[config.mk]
export PLATFORM = sky130hd
export DESIGN_NAME = ap_mult_err_eval
export DESIGN_NICKNAME = d
export VERILOG_FILES = /design/src/rtl/ap_mult_err_eval.sv
export SDC_FILE = /design/constraint.sdc
export NUM_CORES = 1
export LEC_CHECK = 0
export ABC_AREA = 1
export BUFFER_PORTS_ARGS = -buffer_cell sky130_fd_sc_hd__buf_2
export CAP_MARGIN = 5
export CORE_MARGIN = 10
export CORE_UTILIZATION = 50
export CTS_CLUSTER_SIZE = 14
export DETAILED_ROUTE_END_ITERATION = 16
export PLACE_DENSITY = 0.76
export SYNTH_ARGS = -nofsm -noshare
export SYNTH_HDL_FRONTEND = slang
export SYNTH_SLANG_ARGS = --single-unit
[constraint.sdc]
create_clock -name clk -period 8.4 [get_ports clk]
set_input_delay 0.84 -clock clk [delete_from_list [all_inputs] [get_ports clk]]
set_output_delay 0.84 -clock clk [all_outputs]
set_load 0.005 [all_outputs]
[src/rtl/ap_mult_err_eval.sv]
// ap_mult_err_eval: exhaustive operand-sweep driver and error accumulator for
// approximate WxW compressor-tree multipliers that take a partial-product vector.
// Every (a,b) pair is issued once as pp_o. The returned product is compared with
// a*b, and the error count, sum and maximum of the absolute error are accumulated.
// Optional feature: define AP_ERR_LOG_EN to add a per-error log port
// (err_vld_o, err_a_o, err_b_o, err_diff_o).

module ap_mult_err_eval #(
    parameter int W     = 4,
    parameter int LAT   = 0,
    parameter int SUM_W = 16
) (
    input  logic               clk,
    input  logic               rst,
    input  logic               start_i,
    input  logic [2*W-1:0]     res_i,
    output logic [W*W-1:0]     pp_o,
    output logic [W-1:0]       a_o,
    output logic [W-1:0]       b_o,
    output logic               busy_o,
    output logic               done_o,
    output logic [2*W:0]       err_cnt_o,
    output logic [SUM_W-1:0]   err_sum_o,
    output logic [2*W-1:0]     err_max_o
`ifdef AP_ERR_LOG_EN
    ,
    output logic               err_vld_o,
    output logic [W-1:0]       err_a_o,
    output logic [W-1:0]       err_b_o,
    output logic [2*W:0]       err_diff_o
`endif
);

    localparam int PW = 2 * W;

    typedef enum logic [1:0] {
        IDLE,
        SWEEP,
        DRAIN,
        DONE
    } state_t;

    state_t          state;
    state_t          state_nxt;

    // Stage 0 of the index pipeline is the sweep index itself. Deeper stages
    // follow the pair until its product returns from the multiplier.
    logic            vld_pipe [0:LAT];
    logic [PW-1:0]   idx_pipe [0:LAT];
    logic [PW-1:0]   idx;
    logic [PW-1:0]   idx_inc;
    logic            last_issued;
    logic            issue_first;
    logic            issue_next;
    logic            pipe_busy;

    logic [W-1:0]    tap_a;
    logic [W-1:0]    tap_b;
    logic [PW-1:0]   tap_exp;
    logic [PW:0]     diff;

    logic            cmp_vld;
    logic [PW:0]     cmp_diff;
    logic [SUM_W:0]  sum_ext;
    logic [PW-1:0]   diff_clip;

    assign idx         = idx_pipe[0];
    assign idx_inc     = idx + PW'(1);
    assign last_issued = (idx == {PW{1'b1}});

    // Spread operands a and b over the partial-product grid: row i holds b[i] & a.
    function automatic logic [W*W-1:0] pp_of(input logic [W-1:0] a, input logic [W-1:0] b);
        logic [W*W-1:0] p;
        p = '0;
        for (int i = 0; i < W; i++) begin
            for (int j = 0; j < W; j++) begin
                p[W*i+j] = a[j] & b[i];
            end
        end
        return p;
    endfunction

    // Sweep controller state register.
    always_ff @(posedge clk or posedge rst) begin
        if (rst) begin
            state <= IDLE;
        end else begin
            state <= state_nxt;
        end
    end

    // Next state: a sweep ends once the last index has been issued and every
    // in-flight pair has reached the compare stage.
    always_comb begin
        state_nxt = state;
        case (state)
            IDLE:    if (start_i) state_nxt = SWEEP;
            SWEEP:   if (last_issued) state_nxt = DRAIN;
            DRAIN:   if (!pipe_busy) state_nxt = DONE;
            DONE:    state_nxt = IDLE;
            default: state_nxt = IDLE;
        endcase
    end

    // Status outputs and issue strobes decoded from the current state.
    always_comb begin
        busy_o      = (state == SWEEP) || (state == DRAIN);
        done_o      = (state == DONE);
        issue_first = (state == IDLE) && start_i;
        issue_next  = (state == SWEEP) && !last_issued;
    end

    // Any pair still travelling toward the compare point keeps the drain open.
    // The compare register itself retires on the same edge that leaves DRAIN,
    // so the metrics are already final while done_o is high.
    always_comb begin
        pipe_busy = 1'b0;
        for (int d = 0; d <= LAT; d++) begin
            pipe_busy = pipe_busy | vld_pipe[d];
        end
    end

    // Issue one pair per cycle. pp_o, a_o and b_o update together with the index,
    // and the index and its valid bit march down the latency pipeline.
    always_ff @(posedge clk or posedge rst) begin
        if (rst) begin
            pp_o <= '0;
            a_o  <= '0;
            b_o  <= '0;
            for (int d = 0; d <= LAT; d++) begin
                vld_pipe[d] <= 1'b0;
                idx_pipe[d] <= '0;
            end
        end else begin
            if (issue_first) begin
                pp_o        <= '0;
                a_o         <= '0;
                b_o         <= '0;
                vld_pipe[0] <= 1'b1;
                idx_pipe[0] <= '0;
            end else if (issue_next) begin
                pp_o        <= pp_of(idx_inc[W-1:0], idx_inc[PW-1:W]);
                a_o         <= idx_inc[W-1:0];
                b_o         <= idx_inc[PW-1:W];
                vld_pipe[0] <= 1'b1;
                idx_pipe[0] <= idx_inc;
            end else begin
                vld_pipe[0] <= 1'b0;
            end
            for (int d = 1; d <= LAT; d++) begin
                vld_pipe[d] <= vld_pipe[d-1];
                idx_pipe[d] <= idx_pipe[d-1];
            end
        end
    end

    // Exact product of the pair whose result is on res_i now, and the absolute
    // difference taken without wrap.
    always_comb begin
        tap_a   = idx_pipe[LAT][W-1:0];
        tap_b   = idx_pipe[LAT][PW-1:W];
        tap_exp = {{W{1'b0}}, tap_a} * {{W{1'b0}}, tap_b};
        if (res_i >= tap_exp) begin
            diff = {1'b0, res_i - tap_exp};
        end else begin
            diff = {1'b0, tap_exp - res_i};
        end
    end

    // Compare stage: capture the difference for the pair returning this cycle.
    always_ff @(posedge clk or posedge rst) begin
        if (rst) begin
            cmp_vld  <= 1'b0;
            cmp_diff <= '0;
        end else begin
            cmp_vld  <= vld_pipe[LAT];
            cmp_diff <= vld_pipe[LAT] ? diff : '0;
        end
    end

`ifdef AP_ERR_LOG_EN
    // Error log: one pulse per erroneous pair, carrying the operands and the
    // difference. The fields are zero whenever no pulse is present.
    always_ff @(posedge clk or posedge rst) begin
        if (rst) begin
            err_vld_o  <= 1'b0;
            err_a_o    <= '0;
            err_b_o    <= '0;
            err_diff_o <= '0;
        end else if (vld_pipe[LAT] && (diff != '0)) begin
            err_vld_o  <= 1'b1;
            err_a_o    <= tap_a;
            err_b_o    <= tap_b;
            err_diff_o <= diff;
        end else begin
            err_vld_o  <= 1'b0;
            err_a_o    <= '0;
            err_b_o    <= '0;
            err_diff_o <= '0;
        end
    end
`endif

    // Saturating helpers for the sum and maximum accumulators.
    always_comb begin
        sum_ext   = {1'b0, err_sum_o} + (SUM_W+1)'(cmp_diff);
        diff_clip = cmp_diff[PW] ? {PW{1'b1}} : cmp_diff[PW-1:0];
    end

    // Metric accumulators. They are cleared only by reset or by an accepted
    // start, so results stay readable after done_o. They saturate, never wrap.
    always_ff @(posedge clk or posedge rst) begin
        if (rst) begin
            err_cnt_o <= '0;
            err_sum_o <= '0;
            err_max_o <= '0;
        end else if (issue_first) begin
            err_cnt_o <= '0;
            err_sum_o <= '0;
            err_max_o <= '0;
        end else if (cmp_vld) begin
            if ((cmp_diff != '0) && (err_cnt_o != {(PW+1){1'b1}})) begin
                err_cnt_o <= err_cnt_o + (PW+1)'(1);
            end
            err_sum_o <= sum_ext[SUM_W] ? {SUM_W{1'b1}} : sum_ext[SUM_W-1:0];
            if (diff_clip > err_max_o) begin
                err_max_o <= diff_clip;
            end
        end
    end

endmodule

After elaboration in Yosys (flattened, before gate mapping)
Cells that the tools add are included.
{"block": "word_totals", "register_bits": 78, "in_bits": 11, "out_inout_bits": 59, "word_cells": 83}
{"block": "op_classes", "add_sub_neg": 5, "multipliers": 1, "n_lt_le_gt_ge": 2, "n_eq_ne": 8, "mux": 26, "bitwise": 16, "reduce_logical": 14}
{"operator": "16-bit 2-to-1 mux", "count": 5}
{"operator": "8-bit 2-to-1 mux", "count": 7}
{"operator": "9-bit 2-to-1 mux", "count": 4}
{"operator": "16-bit by 9-bit adder with 17-bit output", "count": 1}
{"operator": "1-bit AND", "count": 16}
{"operator": "4-bit 2-to-1 mux", "count": 4}
{"operator": "8-bit subtractor", "count": 2}
{"operator": "9-bit by 1-bit adder with 9-bit output, second input constant", "count": 1}
{"operator": "9-bit != test, second input constant", "count": 1}
{"operator": "9-bit nonzero test", "count": 1}
{"operator": "8-bit by 1-bit adder with 8-bit output, second input constant", "count": 1}
{"operator": "8-bit == test, second input constant", "count": 1}
{"operator": "8-bit >= comparator", "count": 1}
{"operator": "8-bit > comparator", "count": 1}
{"operator": "4-bit by 4-bit multiplier with 8-bit output", "count": 1}
{"operator": "2-bit one-hot mux with 4 select lines", "count": 1}
{"operator": "2-bit nonzero test", "count": 4}
{"operator": "2-bit 2-to-1 mux", "count": 3}
{"operator": "2-bit != test, second input constant", "count": 3}
{"operator": "2-bit == test, second input constant", "count": 2}
{"operator": "2-bit AND reduction", "count": 2}
{"operator": "1-bit logical AND", "count": 3}
{"operator": "3-bit AND reduction", "count": 1}
{"operator": "2-bit by 1-bit == test with 1-bit output, second input constant", "count": 1}
{"operator": "other kinds (4)", "count": 5}

Depth between registers and ports, before layout
Gate-level depths: netlist of run 1.
{"block": "logic_depth", "ltp_word": 5, "ltp_mapped": 21}

Worst setup path before layout of run 1
OpenSTA, ideal clock, no wires.
{"block": "synth_timing", "kind": "register -> register", "from": "register, netlist name b_o[3]", "to": "register cmp_diff[7]", "setup_ps": 72, "arrival_ps": 3734, "required_time_ps": 8328, "path_slack_ps": 4595, "path_stages_with_launch": 19, "synth_period_minus_slack_ps": 3805, "path_cell_list": "dfrtp_1 clkbuf_1 nand2_1 fa_1 inv_1 fa_1 inv_1 fa_1 o21ai_0 xnor2_1 inv_1 ha_1 nand2_1 o21a_1 nand2_2 inv_2 nand2_1 nand2_1 nor2_1"}
{"item": "to (signal assigned)", "line_no": "177", "source": "cmp_diff <= vld_pipe[LAT] ? diff : '0;"}
{"item": "to (decl)", "line_no": "63", "source": "logic [PW:0] cmp_diff;"}

==> results of run 1 <==
through the flow:
step / setup WS, ns / area, µm² / hold WS [ns] / cells
global route: 4.07 / 5800 / 0.508 / 900
detailed placement: 4.38 / 5570 / 0.469 / 884
floorplan: 4.59 / 5140 / 0.388 / 696
CTS: 4.35 / 5800 / 0.491 / 900
finish: 4.39 / 5800 / 0.487 / 900
global placement: 4.55 / 5570 / 0.464 / 884
final cells by class:
cell class | count | area [µm²] | share of cell area
clock inverters | 7 | 105 | 0.0181
inverters | 105 | 399 | 0.0688
well taps | 133 | 166 | 0.0287
flip-flops and latches | 69 | 1730 | 0.298
multi-input cells | 507 | 2920 | 0.504
clock buffers | 9 | 124 | 0.0214
repair buffers | 70 | 353 | 0.0609
Yosys cell counts:
cell type,number,share of area
xnor2_1,8,0.014
o21ai_1,4,0.0039
buf_4,3,0.0044
inv_6,1,0.0017
or2_2,2,0.0024
clkbuf_1,5,0.0037
nand3b_2,1,0.0022
buf_6,1,0.0022
nor3_1,1,0.00097
inv_2,3,0.0022
a31oi_2,1,0.0024
a21o_1,2,0.0029
buf_2,4,0.0039
o21a_1,3,0.0044
nor3_2,1,0.0019
inv_1,101,0.074
xor2_1,15,0.026
o211ai_1,1,0.0015
fa_1,7,0.027
a31oi_1,1,0.0012
nor2_1,51,0.037
nand3b_1,2,0.0029
nand3_2,7,0.014
clkbuf_2,1,0.00097
o21ai_0,31,0.030
nand2_1,219,0.16
nor3b_4,1,0.0037
o21ai_2,5,0.0085
nand3_1,44,0.043
nand2_2,7,0.0085
dfrtp_1,69,0.34
nand2_4,2,0.0044
ha_1,51,0.12
buf_8,1,0.0029
nor2_2,3,0.0037
a21oi_1,25,0.024
nand4_1,12,0.015
kinds of logic (layout without fill, tap and decap cells):
kind of cell    after synthesis  count (layout)  share of synthesized area
buf+inv                     120             191                     0.0956
flops                        69              69                      0.336
compound gates               73              73                     0.0793
xor+xnor                     23              23                     0.0392
fa+ha+maj                    58              58                      0.151
simple gates                353             353                      0.299
worst max-delay path: cells and delay by family, from the launching register on:
family	cells	cell delay (ns)
adder cells (fa/ha/maj)	4	1.94
AO/OA/AOI/OAI	2	0.34
buffers and inverters	4	0.28
XOR/XNOR	1	0.18
flip-flops	1	0.51
AND/OR/NAND/NOR	7	0.70
cell usage in the layout (no fill, tap or decap):
| cell type | n |
|---|---|
| o21ai_0 | 31 |
| dfrtp_1 | 69 |
| nor2_2 | 3 |
| nand2_2 | 7 |
| buf_4 | 1 |
| a21oi_1 | 25 |
| a21o_1 | 2 |
| nor3_2 | 1 |
| fa_1 | 7 |
| o21a_1 | 3 |
| inv_2 | 4 |
| nand3_1 | 44 |
| inv_6 | 4 |
| inv_8 | 1 |
| nor2_1 | 51 |
| nand2_4 | 2 |
| o21ai_2 | 5 |
| xnor2_1 | 8 |
| a31oi_1 | 1 |
| nand2_1 | 219 |
| xor2_1 | 15 |
| bufinv_16 | 2 |
| nand3b_2 | 1 |
| nor3_1 | 1 |
| o211ai_1 | 1 |
| or2_2 | 2 |
| clkinvlp_4 | 1 |
| buf_2 | 69 |
| o21ai_1 | 4 |
| inv_1 | 100 |
| nand4_1 | 12 |
| clkbuf_8 | 9 |
| ha_1 | 51 |
| nand3_2 | 7 |
| nand3b_1 | 2 |
| a31oi_2 | 1 |
| nor3b_4 | 1 |
how the worst max path moves through the flow:
stage                  end  slack [ns]  cells after the start
2_1_floorplan  cmp_diff[7]        4.59                     18
3_3_place_gp   cmp_diff[7]        4.55                     17
3_5_place_dp   cmp_diff[7]        4.38                     18
4_1_cts        cmp_diff[7]        4.35                     18
5_1_grt        cmp_diff[4]        4.07                     18
6_report       cmp_diff[7]        4.39                     18
flip-flops by register name, summed over array words and instances, names as in the netlist, 2 cells and up:
signal / flops
err_cnt_o: 9
pp_o: 16
b_o: 4
err_max_o: 8
err_sum_o: 16
cmp_diff: 8
state: 2
a_o: 3
metal layers:
| layer | vias to the layer above | GRT usage | share of wire |
|---|---|---|---|
| li1 | 2326 | - | - |
| met1 | 2150 | 0.199 | 0.43 |
| met2 | 108 | 0.283 | 0.50 |
| met3 | 20 | 0.0344 | 0.054 |
| met4 | 0 | 0.0656 | 0.020 |
| met5 | - | 0 | 0 |
power by group through the flow:
stage               sequential (W)  combinational (W)  clock [W]
finish                    0.000512           0.000683   0.000314
global route              0.000524           0.000783   0.000331
CTS                       0.000511           0.000687   0.000319
detailed placement        0.000517           0.000683          0
global placement          0.000513           0.000660          0
floorplan                 0.000484           0.000520          0
==> metrics.txt, run 1 <==
outcome complete, no violations; synthesized cell area 0.00514 mm²; worst-margin pin slew 0.980 ns; Sink Count slightly below 70; R2R cell count 18; Power Internal 0.000826 W; Routability Congestion slightly above 0.9; slowest stage cell, crit path fa_1; Critical Path Start b_o[3]; nature of the critical path startpoint flip-flop; RSZ-0062 raised after global routing false; PD cells between 200 and 300 mW/mm²; Reg-to-Reg End cmp_diff[7]; max-cap viol count 0; Comb pwr share 0.452; CTS H-tree lvls 3; hold depth 2; fraction of layout cells with a size suffix above 1 0.158; final WL between 10000 and 15000 µm; root buf cell clkbuf_8; Top Ports 70; critical path's largest stage delay between 0.5 and 0.6 ns; crit path time final 4.01 ns; HPWL reported at the end of detailed placement between 9000 and 10000 µm; achievable clock frequency between 0.2 and 0.25 GHz; CTS clock-pin slew for the worst setup and hold paths approximately 0.09 ns; Yosys reg bits 69; Ys Warns 0; Seq pwr share 0.340; crit path cell chain nand2_1, fa_1, inv_1, fa_1, inv_1, fa_1, o21ai_0, xnor2_1, inv_1, ha_1, nand2_1, nor2_1, o21ai_0, nand2_2, inv_2, nand2_1, nand2_1, nor2_1; 1st-iter DRT viols around 270; DRC viols 0; nets@finish slightly above 800; chip width ~120 µm; via/cell ratio between 5 and 6; sw frac 0.453; synth-to-layout area growth 12.7%; die footprint 0.0147 mm²; sequential fraction of the synthesis area 0.336; largest net degree at the start of global routing 70; detailed-route via count 4604; IO buf count between 60 and 70; CTS tree done; Hold Vio Cnt, Final 0; Synth Net Count between 700 and 800; CP Data Required Time about 8.7 ns; grt ovf 0; ant diodes 0; Mapped Cells 696; die height between 100 and 150 µm; Routed WL per cell between 10 and 15 µm; Num CTS Buffers 9; clock share of power 0.208; initial antenna violation count 0; crit path capture type flip-flop; Bufs on Longest Clock Path 2; switching power between 0.0006 and 0.0007 W; worst r2r src b_o[3]; Worst Path Class, Setup reg -> reg; row count 36; clock skew 0.0159 ns; # setup viols final 0; first-pass GRT wire length 20500 µm; Hold Crit Class reg -> reg; cell mode on critical path nand2_1; core area a little under 0.01 mm²; Hold Path Sink pp_o[6]; Mean Syn Cell Area between 7 and 8 µm²; cts repair resizes 0; Max Fanout on Critical Path 10; crit path DAT ~4.3 ns; CTS Hold Bufs 0; post-route setup TNS 0 ns; final period utilization 0.478; number of fill cells between 800 and 900; Slew Limit Fails 0; leakage approximately 3.4 nW; Worst slew margin 0.345; HP Start pp_o[6]; effective utilization at floorplan 0.519; vias in the first global route 4520; GRT Overall Usage 0.166; fin util 0.585; Final ANT Viol Nets 0; Cell variety after synth 37; DR pass1 iterations 5; total power around 0.0015 W; r2r setup slk 4.39 ns; Peak VDD IR approximately 110 µV; clock insertion delay at the later pin of the skew report about 0.36 ns; setup bufs post-CTS 0
No activity file was read; power rests on OpenSTA's default activity.
==> run 2, diff against run 1 <==
ABC_AREA = 0   (was 1)
clock period = 4 ns   (was 8.4 ns; I/O delays follow)
==> run 2 against run 1 <==
Effect of this change:
- the flow now finishes with violations (negative setup slack)
- wire length is 0.16% lower
- critical path depth is 1 lower
- non-clock buffer count increased by 25
- synthesized area fell by 6.6%
- worst setup slack worse by 4.6 ns
- utilization increased by 2.2 points
- critical endpoint is now cmp_diff[5]
==> metrics.txt, run 2 <==
nets@finish 672 (-19%); r2r setup slk -0.23 ns (-4.62 ns); most frequent cells in the layout dfrtp_1, buf_2, ha_1, inv_1; DRC viols 0 (unchanged); CP Data Required Time 4.26 ns (-4.42 ns); Post-synth EDFFs 0 (unchanged); CTS tree done; Hold Vio Cnt, Final 0 (unchanged); Hold Crit Class in -> async; RSZ-0062 raised after global routing true; Mapped Cells 522 (-25%); 1st-iter DRT viols 315 (+18%); worst r2r src b_o[3]; crit path DAT 4.49 ns (+0.20 ns); IO buf count 69 (unchanged); slowest stage cell, crit path fa_1; fraction of layout cells with a size suffix above 1 0.214 (+0.0561); crit path cell chain nand2_2, fa_1, inv_1, fa_1, ha_1, a21o_1, a21oi_2, xnor2_1, ha_1, a21oi_1, and3_4, o21ai_4, buf_4, buf_6, mux2_4, a21oi_4, mux2i_1; final period utilization 1.06 (+0.580); final WL 12100 µm (-0.16%); DR pass1 iterations 4 (-1); synth-to-layout area growth 17.4%; Ys Warns 0 (unchanged); Sink Count 69 (unchanged); leading area contributor after synthesis dfrtp_1; first-pass GRT wire length 20700 µm (+0.98%); sequential fraction of the synthesis area 0.360 (+0.0238); Placed Instances 719 (-19%); Cell variety after synth 54 (+46%); crit path time final 4.23 ns (+0.220 ns); nature of the critical path startpoint flip-flop; max-cap viol count 0 (unchanged); core area 0.00928 mm² (-6.3%); outcome finished with violations; Peak VDD IR 402 µV (+270%); Worst Path Class, Setup reg -> reg; CTS clock-pin slew for the worst setup and hold paths 0.08 ns (about the same); PD cells 547 mW/mm² (+110%); Yosys top cell area share 0.360 (+0.0238); via/cell ratio 5.57 (+8.9%); # setup viols final 7 (+7); leakage 2.92 nW (-15%); vias in the first global route 4195 (-7.2%); clock skew 0.0188 ns (+0.00291 ns); CTS H-tree lvls 3 (unchanged); Critical Path Start b_o[3]; largest net degree at the start of global routing 50 (-29%); clock insertion delay at the later pin of the skew report 0.35 ns (about the same); Reg-to-Reg End cmp_diff[5]; Synth area leaders dfrtp_1, ha_1, a21oi_1; root buf cell clkbuf_8; chip width 118 µm (-2.8%); Synth Net Count 591 (-23%); HPWL reported at the end of detailed placement 9160 µm (-4.2%); critical path's largest stage delay 0.54 ns (-0.03 ns); Routability Congestion 0.939 (+3.6%); Num CTS Buffers 9 (unchanged); count leader, synth dfrtp_1; final worst slack -0.231 ns (-4.62 ns); grt ovf 0 (unchanged); initial antenna violation count 0 (unchanged); worst slack, placed -0.184 ns (-4.56 ns); Top Ports 70 (unchanged); crit path capture type flip-flop; detailed-route via count 4105 (-11%); synthesized cell area 0.00480 mm² (-6.6%); failing checks negative setup slack; Routed WL per cell 16.4 µm (+22%); CTS Hold Bufs 0 (unchanged); final non-filler cell total 737 (-18%); achievable clock frequency 0.236 GHz (-5.2%); Slew Limit Fails 0 (unchanged); fin util 0.607 (+0.0220); ys flop type dfrtp_1; Bufs on Longest Clock Path 2 (unchanged); row count 35 (-2.8%); Post-synth ARST share 1.00 (unchanged); worst-margin pin slew 1.08 ns (+0.101 ns); top cells by count, synth dfrtp_1, ha_1, inv_1, a21oi_1; GRT Overall Usage 0.176 (+0.0104); die height 118 µm (-2.8%); Max Fanout on Critical Path 5 (-5); Yosys reg bits 69 (unchanged); top flop regs err_sum_o (16), pp_o (16), err_cnt_o (9); number of fill cells 804 (-9.3%); die footprint 0.0139 mm² (-5.5%); effective utilization at floorplan 0.517 (-0.00169); ant diodes 0 (unchanged); Final ANT Viol Nets 0 (unchanged); Worst slew margin 0.280 (-0.0650); Mean Syn Cell Area 9.20 µm² (+25%); R2R cell count 17 (-1)
run 2: cells by family (layout without fill, tap and decap cells):
logic type      count (synthesis)  after routing  synth area share
compound gates                128            128             0.176
fa+ha+maj                      58             58             0.162
simple gates                  158            158             0.166
buf+inv                        70            156            0.0602
mux                            13             13            0.0287
flops                          69             69             0.360
xor+xnor                       26             26            0.0474
run 2: what timing repair did:
action,4_1_cts,5_1_grt
pin swaps,4,1
setup endpoints to repair,5,7
gates resized for setup,2,5
setup buffers,1,1
run 2: layer usage:
layer	up-vias	GRT usage	wire length (µm)
li1	1979	-	-
met1	2003	0.216	5400
met2	108	0.297	5890
met3	15	0.0441	633
met4	0	0.0526	178
met5	-	0	0
run 2: worst max-delay path by stage:
stage | endpoint | cells after the start
final | cmp_diff[5] | 17
after global routing | cmp_diff[6] | 16
after CTS | cmp_diff[6] | 16
after detailed placement | cmp_diff[6] | 16
after global placement | cmp_diff[6] | 16
after floorplan | cmp_diff[6] | 17
run 2: worst max-delay path, delay by kind of cell (launching register included):
kind | cells | cell delay (ns)
flops | 1 | 0.37
simple gates | 2 | 0.32
xor+xnor | 1 | 0.18
mux | 2 | 0.49
buf+inv | 3 | 0.31
compound gates | 5 | 0.83
fa+ha+maj | 4 | 1.63
run 2: power by group:
part           internal [W]  switching (W)  leakage, nW  total [W]
combinational      0.000604       0.000842         1.90    0.00145
clock              0.000288       0.000275        0.100   0.000564
sequential         0.000871       0.000205        0.920    0.00108
total               0.00176        0.00132         2.92    0.00309
run 2: final cells by class:
cell class                      instances  area (µm²)  share of cell area
Timing Repair Buffer                   95         548              0.0972
Tap cell                              129         161              0.0286
Inverter                               45         169              0.0300
Sequential cell                        69        1730               0.306
Clock buffer                           10         128              0.0226
Clock inverter                          6        62.6              0.0111
Multi-Input combinational cell        383        2840               0.504
run 2: stage by stage:
| step | hold slack (ns) | area, µm² | TNS [ns] | total power, W |
|---|---|---|---|---|
| after floorplan | 0.394 | 4850 | -0.392 | 0.00204 |
| after global placement | 0.494 | 5400 | -0.0345 | 0.00245 |
| final | 0.306 | 5640 | -0.966 | 0.00309 |
| after CTS | 0.330 | 5610 | -0.468 | 0.00309 |
| after detailed placement | 0.496 | 5400 | -0.594 | 0.00252 |
| after global routing | 0.393 | 5640 | -2.15 | 0.00337 |
==> run 3, diff against run 2 <==
PLACE_DENSITY = 0.71   (was 0.76)
SLEW_MARGIN = 20   (was unset)
==> run 3 against run 2 <==
Effect of this change:
- final cell count stayed put
- fmax is 3.3% higher
- the flow still finishes with violations (negative setup slack)
- clock power is 12% higher
- clock skew is 0.0057 ns lower
- largest cell class unchanged
- via count is 0.15% higher
- sequential power hardly changed
- global-route usage is 0.56 points lower
- worst hold slack worse by 0.032 ns
==> metrics.txt, run 3 (same netlist as run 2, synthesis figures left out) <==
final worst slack -0.0971 ns (+0.134 ns); final period utilization 1.02 (-0.0336); Seq pwr share 0.344 (-0.005); detailed-route via count 4111 (+0.15%); most frequent cells in the layout dfrtp_1, buf_2, ha_1, inv_1, nor2_1; multi-input logic area 0.00285 mm² (+0.44%); met3 wire length 665 µm (+5.1%); CTS Hold Bufs 0 (unchanged); Hold Vio Cnt, Final 0 (unchanged); DR pass1 iterations 4 (unchanged); post-route setup TNS -0.221 ns (+0.745 ns); core area 0.00928 mm² (unchanged); largest net degree at the start of global routing 46 (-8.0%); synth-to-layout area growth 18.2%; leakage 2.92 nW (+0.17%); number of fill cells 827 (+2.9%); clock insertion delay at the later pin of the skew report 0.35 ns (about the same); HPWL reported at the end of detailed placement 8950 µm (-2.2%); Worst Path Class, Setup reg -> reg; crit path DAT 4.36 ns (-0.13 ns); CTS H-tree lvls 3 (unchanged); outcome finished with violations; Num CTS Buffers 9 (unchanged); grt ovf 0 (unchanged); Comb pwr share 0.455 (-0.014); crit path cell chain nand2_2, fa_1, inv_1, fa_1, ha_1, a21o_1, a21oi_2, xnor2_1, ha_1, a21oi_1, and3_4, o21ai_4, mux2_4, a2111oi_4, mux2i_1; fin util 0.612 (+0.00445); register area 0.00173 mm² (unchanged); slowest stage cell, crit path fa_1; GRT Overall Usage 0.171 (-0.00560); vias in the first global route 4213 (+0.43%); IO buf count 69 (unchanged); Routability Congestion 0.884 (-5.8%); Peak VDD IR 274 µV (-32%); post-route cell area 0.00568 mm² (+0.73%); top flop regs err_sum_o (16), pp_o (16), err_cnt_o (9); # setup viols final 6 (-1); PD cells 553 mW/mm² (+0.97%); Highest Signal Layer met4; Power Internal 0.00181 W (+2.8%); critical path's largest stage delay 0.54 ns (about the same); sw frac 0.422 (-0.00618); met2 wire len 5650 µm (-4.1%); via/cell ratio 5.58 (+0.15%); die footprint 0.0139 mm² (unchanged); RSZ-0062 raised after global routing true; Routed WL per cell 16.1 µm (-2.2%); fraction of layout cells with a size suffix above 1 0.224 (+0.00987); Worst slew margin 0.349 (+0.0690); r2r setup slk -0.1 ns (+0.13 ns); achievable clock frequency 0.244 GHz (+3.3%); CP Data Required Time 4.27 ns (about the same); crit path capture type flip-flop; failing checks negative setup slack; Bufs on Longest Clock Path 2 (unchanged); max-cap viol count 0 (unchanged); nets@finish 672 (unchanged); switching power 0.00133 W (+0.24%); initial antenna violation count 0 (unchanged); die height 118 µm (unchanged); Max Fanout on Critical Path 4 (-1); nature of the critical path startpoint flip-flop; clock skew 0.0131 ns (-0.00568 ns); WL met1 5400 µm (about the same); ant diodes 0 (unchanged); clock share of power 0.201 (+0.018); DP Area 0.00541 mm² (+0.21%); chip width 118 µm (unchanged); worst slack, placed -0.0523 ns (+0.132 ns); crit path time final 4.10 ns (-0.134 ns); final WL 11800 µm (-2.2%); 1st-iter DRT viols 315 (unchanged); worst-margin pin slew 0.976 ns (-0.105 ns); CTS clock-pin slew for the worst setup and hold paths 0.08 ns (about the same); Top Ports 70 (unchanged); first-pass GRT wire length 20100 µm (-2.7%); DRC viols 0 (unchanged); Slew Limit Fails 0 (unchanged); row count 35 (unchanged); Hold Crit Class in -> async; root buf cell clkbuf_8; effective utilization at floorplan 0.517 (unchanged); CTS tree done; Sink Count 69 (unchanged); Final ANT Viol Nets 0 (unchanged)
run 3: changes by cell type in the layout (fill, tap and decap cells not counted), sizes merged:
cell and change:
clkinvlp +2, clkbuf +2, clkinv -4
run 3: layer usage:
metal	track usage	vias to the layer above
li1	-	1984
met1	0.214	2022
met2	0.279	94
met3	0.0460	11
met4	0.0502	0
met5	0	-
run 3: through the flow:
step           total power (W)  hold slack, ns  cells
5_1_grt                0.00342           0.348    737
3_3_place_gp           0.00245           0.493    720
4_1_cts                0.00314           0.298    736
2_1_floorplan          0.00204           0.394    522
3_5_place_dp           0.00251           0.504    720
6_report               0.00314           0.274    737
run 3: critical path: cells and delay by family, from the launching register on:
kind	cells	cell delay, ns
adder cells (fa/ha/maj)	4	1.61
flip-flops	1	0.37
multiplexers	2	0.53
AND/OR/NAND/NOR	2	0.30
XOR/XNOR	1	0.18
AO/OA/AOI/OAI	5	0.97
buffers and inverters	1	0.05
run 3: path summary, 6_finish.rpt:
path                          start             to  cells past startpoint
min                             rst  err_sum_o[12]                      2
max in group asynchronous       rst    cmp_diff[6]                      3
max                          b_o[3]    cmp_diff[6]                     15
min reg2reg                pp_o[10]       pp_o[10]                      2
max reg2reg                  b_o[3]    cmp_diff[6]                     15
min in group clk           res_i[0]    cmp_diff[0]                      4
run 3: cell type report:
cell class / instances / area share
clock inverter: 4 / 0.00948
timing repair buffer: 95 / 0.0965
clock buffer: 12 / 0.0291
tap: 129 / 0.0284
inverter: 45 / 0.0297
multi-input combinational: 383 / 0.503
sequential: 69 / 0.304
run 3: what timing repair did:
action | in CTS | in global routing
endpoints found under the setup margin | 6 | 6
hold endpoints to repair | 0 | 0
pin swaps | 1 | 8
resized for setup | 1 | 9
setup buffers | 0 | 1
run 3: power by group through the flow:
stage	sequential [W]	clock [W]	combinational (W)
finish	0.00108	0.000630	0.00143
global route	0.00111	0.000672	0.00164
CTS	0.00107	0.000638	0.00143
detailed placement	0.00109	0	0.00142
global placement	0.00108	0	0.00137
floorplan	0.00103	0	0.00101
